[src/rtl/bitop_arbiter.sv]
// Round-robin front end for one shared adiabatic bitwise datapath: registers the
// winner's operands, steps the four power-clock phase enables, returns the result.
module bitop_arbiter #(
    parameter int WIDTH = 16,
    parameter int LAT   = 4
) (
    input  logic             clk,
    input  logic             rst,
    input  logic             req0_valid,
    output logic             req0_ready,
    input  logic [WIDTH-1:0] req0_a,
    input  logic [WIDTH-1:0] req0_b,
    input  logic             req1_valid,
    output logic             req1_ready,
    input  logic [WIDTH-1:0] req1_a,
    input  logic [WIDTH-1:0] req1_b,
    output logic [WIDTH-1:0] dp_a,
    output logic [WIDTH-1:0] dp_b,
    input  logic [WIDTH-1:0] dp_out,
    output logic             ph_pos,
    output logic             ph_pos2,
    output logic             ph_neg,
    output logic             ph_neg2,
    output logic             rsp_valid,
    input  logic             rsp_ready,
    output logic             rsp_id,
    output logic [WIDTH-1:0] rsp_data
);

    typedef enum logic [1:0] {
        IDLE,
        DRIVE,
        RESP
    } state_t;

    state_t     state;
    state_t     state_nx;
    logic [3:0] cnt;
    logic       last_grant;
    logic       owner;
    logic       grant;
    logic       accept;
    logic       last_cnt;

    // A tie goes to the requester that did not win last time; a lone valid always wins.
    always_comb begin
        grant = 1'b0;
        if (req0_valid && req1_valid) begin
            grant = ~last_grant;
        end else begin
            grant = ~req0_valid;
        end
    end

    assign accept     = (state == IDLE) && (req0_valid || req1_valid);
    assign req0_ready = accept && !grant;
    assign req1_ready = accept && grant;
    assign last_cnt   = (cnt == 4'(LAT - 1));

    always_comb begin
        state_nx  = state;
        ph_pos    = 1'b0;
        ph_pos2   = 1'b0;
        ph_neg    = 1'b0;
        ph_neg2   = 1'b0;
        rsp_valid = 1'b0;
        unique case (state)
            IDLE: begin
                if (accept) begin
                    state_nx = DRIVE;
                end
            end
            DRIVE: begin
                unique case (cnt[1:0])
                    2'd0: ph_pos  = 1'b1;
                    2'd1: ph_pos2 = 1'b1;
                    2'd2: ph_neg  = 1'b1;
                    2'd3: ph_neg2 = 1'b1;
                endcase
                if (last_cnt) begin
                    state_nx = RESP;
                end
            end
            RESP: begin
                rsp_valid = 1'b1;
                if (rsp_ready) begin
                    state_nx = IDLE;
                end
            end
            default: state_nx = IDLE;
        endcase
    end

    always_ff @(posedge clk or posedge rst) begin
        if (rst) begin
            state      <= IDLE;
            cnt        <= '0;
            last_grant <= 1'b1;
            owner      <= 1'b0;
            dp_a       <= '0;
            dp_b       <= '0;
            rsp_data   <= '0;
            rsp_id     <= 1'b0;
        end else begin
            state <= state_nx;
            if (accept) begin
                dp_a       <= grant ? req1_a : req0_a;
                dp_b       <= grant ? req1_b : req0_b;
                owner      <= grant;
                last_grant <= grant;
                cnt        <= '0;
            end
            if (state == DRIVE) begin
                cnt <= cnt + 4'd1;
                if (last_cnt) begin
                    rsp_data <= dp_out;
                    rsp_id   <= owner;
                end
            end
        end
    end

endmodule

[config.mk]
export PLATFORM = sky130hd
export DESIGN_NAME = bitop_arbiter
export DESIGN_NICKNAME = d
export VERILOG_FILES = /design/src/rtl/bitop_arbiter.sv
export SDC_FILE = /design/constraint.sdc
export NUM_CORES = 1
export LEC_CHECK = 0
export CELL_PAD_IN_SITES_DETAIL_PLACEMENT = 0
export CELL_PAD_IN_SITES_GLOBAL_PLACEMENT = 1
export CORE_AREA = 2 2 98 100
export DETAILED_ROUTE_END_ITERATION = 10
export DIE_AREA = 0 0 100 102
export PLACE_DENSITY_LB_ADDON = 0.12
export SLEW_MARGIN = 20
export SYNTH_ARGS = -nofsm -noshare
export SYNTH_HDL_FRONTEND = slang
export SYNTH_SLANG_ARGS = --single-unit
[constraint.sdc]
create_clock -name clk -period 1.8 [get_ports clk]
set_input_delay 0.18 -clock clk [delete_from_list [all_inputs] [get_ports clk]]
set_output_delay 0.18 -clock clk [all_outputs]
set_load 0.03 [all_outputs]
==> results of run 1 <==
-- layout make-up --
class / instances / area, um^2
fillers: 883 / 4830
multi-input cells: 117 / 1000
flip-flops and latches: 57 / 1430
inverters: 6 / 22.5
repair buffers: 151 / 1500
well taps: 111 / 139
clock inverters: 3 / 40.0
clock buffers: 12 / 155
-- how the worst min path moves through the flow --
stage,slack [ns],depth (start not counted),endpoint
6_report,0.23,3,state[0]
5_1_grt,0.26,3,rsp_data[0]
4_1_cts,0.24,3,rsp_data[12]
3_5_place_dp,0.47,1,rsp_id
3_3_place_gp,0.47,1,rsp_id
2_1_floorplan,0.29,1,state[1]
-- metal layers --
layer  GRT usage (%)  share of wire [%]  vias up
met5               0                  0        -
met4            6.22                1.5        0
met3            5.95                9.8        9
met2            23.1                 44      102
met1            19.4                 45     1040
li1                -                  -     1039
-- cells in the mapped netlist, types with 2 or more instances --
master	n	area, um^2
a221o_1	32	320
and2_1	3	18.8
buf_2	6	30.0
buf_6	6	67.6
clkbuf_1	3	11.3
dfrtp_1	56	1400
ha_1	4	50.1
inv_1	5	18.8
mux2_1	9	101
mux2_2	8	90.1
nand2_1	4	15.0
nand2b_1	2	12.5
nor2_1	2	7.51
o211ai_1	2	15.0
o21a_1	32	240
o21ai_0	6	30.0
o21ai_1	2	10.0
-- critical path, delay by kind of cell (launching register included) --
family	cells	cell delay, ns
buf+inv	1	0.39
simple gates	2	0.42
flops	1	0.42
-- per-stage QoR --
| stage | area (um^2) | util [%] |
|---|---|---|
| floorplan | 2570 | - |
| global placement | 4090 | 44.9 |
| detailed placement | 4090 | 44.9 |
| CTS | 4290 | 47.0 |
| global route | 4280 | 47.0 |
| finish | 4280 | 47.0 |
-- kinds of logic after synthesis --
kind of cell | after synthesis | synth area share, %
AOI/OAI and AO/OA | 75 | 24.2
adders and majority gates | 4 | 1.95
muxes | 18 | 7.83
buffers and inverters | 22 | 5.69
DFF | 57 | 55.5
and+or+nand+nor | 20 | 4.82
-- registers in the layout (all words and copies together) (netlist names) --
| signal | flops |
|---|---|
| owner | 1 |
| dp_b | 16 |
| cnt | 4 |
| dp_a | 16 |
| rsp_id | 1 |
| state | 2 |
| last_grant | 1 |
| rsp_data | 16 |
-- placed cells by master, fill, tap and decap left out, types with 2 or more instances in the layout --
master           instances
a221o_1                 32
and2_1                   3
buf_12                   2
buf_4                   10
clkbuf_2                 2
clkbuf_8                11
clkdlybuf4s50_1        133
clkinv_2                 2
dfrtp_1                 56
dlygate4sd2_1            2
ha_1                     4
inv_1                    4
inv_2                    2
mux2_1                   9
mux2_2                   8
nand2_1                  4
nand2b_1                 2
nor2_2                   2
o211ai_1                 2
o21a_1                  32
o21ai_0                  6
o21ai_1                  2
-- where the power goes --
part           internal, mW  leakage [nW]  switching (mW)
clock                 0.703         0.102           0.501
sequential             1.93         0.694           0.367
combinational          2.05          1.03            2.30
-- timing repair --
item	in CTS	in global routing
hold buffers	0	0
gates resized for setup	6	7
setup endpoints to repair	6	5
==> run metrics, run 1 <==
worst r2r dst=rsp_data[11]; slew at the pin with the worst max-slew slack=about 0.48 ns; cell count of the worst reg-to-reg path=4; setup repair bufs after CTS=0; Setup Viol. Count Final=0; Setup WS pre-CTS=about 0.11 ns; vias per std cell=4.79; GP Congestion=about 0.76; root buffer cell=clkbuf_8; Min-Delay Path Class=in -> async; Cell variety after synth=31; syn_nets=roughly 290; Crit. End Element=output port; clk buf depth=2; CP max stage cell=dfrtp_1; total power=7.85 mW; share of layout cells above drive strength 1=13.6%; PortBufs=140; grt ovf=0; Slew Limit Fails=0; pwr dens=approximately 1800 mW/mm^2; Skew-Pair Late Insertion Delay=roughly 0.33 ns; Worst R2R Start=cnt[0]; Critical Path RT=1.62 ns; drt drc=0; CTS tree=yes; first-pass GRT wire length=11,900 um; Worst slew margin=68.1%; Antenna Nets Post-Route=0; Worst Setup Slack, final=0.0709 ns; DR pass1 iterations=4; Crit path arrival time=1.55 ns; setup_tns=0 ns; synth warn=0; Die H=102 um; CP Cell Sequence=and2b_4, and2_1, dlygate4sd2_1; critical path class=reg -> out; Area Growth Syn to Fin=66.6%; crit share post-route=a little over nine tenths; routed len/inst=16.6 um; skew final=0.00996 ns; # nets final=431; status=completed; Critical Path End=ph_pos; vias=2,190; Leak=1.82 nW; FP Rows=35; highest cell delay on the worst timing path=0.42 ns; Post-Route WL=7610 um; pin count of the biggest net entering global routing=58; Layout Cells excl Fill=457; Overall Global Routing Usage=between 10% and 20%; Startpoint Class=flop; num ports=141; initial antenna violation count=0; diode count=0; Initial Utilization=roughly 28%; Post-synth EDFFs=0; CP Max Fanout=7; FF+latch count, synth=57; mean post-synth cell area=13.1 um^2; Die W=100 um; maximum clock rate=between 0.5 and 0.6 GHz; Post-DP HPWL=5290 um; Mapped Area=0.00257 mm^2; CTS Buf Count=9; R2R Setup Slk=0.14 ns; initial DRC count=37; main flop type after synthesis=dfrtp_1; Die Area=0.0102 mm^2; async set or reset register ratio after synthesis=100%; Critical Path Source=state[1]; Hold Vio Cnt, Final=0; Post-Place Cells=442; VDD IR max=0.000655 V; max cap viols=0; via count of the first global-routing pass=2,312; CTS Sinks=57; sequential-to-total area share from yosys stat=55.5%; Hold Slack=0.229 ns; core area=0.00911 mm^2; Post-Synthesis Cells=between 150 and 200; H-tree levels=3; RSZ-0062 raised after global routing=false; Reg clk slew, reported paths=roughly 0.060 ns; crit path time final=approximately 1.7 ns
Power figures use the tool's default switching activity.
==> inputs of run 2 (changes only) <==
--- a/config.mk
+++ b/config.mk
@@ -5,6 +5,7 @@
 export SDC_FILE = /design/constraint.sdc
 export NUM_CORES = 1
 export LEC_CHECK = 0
+export ABC_CLOCK_PERIOD_IN_PS = 1800
 export CELL_PAD_IN_SITES_DETAIL_PLACEMENT = 0
 export CELL_PAD_IN_SITES_GLOBAL_PLACEMENT = 1
 export CORE_AREA = 2 2 98 100
==> results of run 2 <==
Final layout, timing and power as in run 1 (identical DEF).
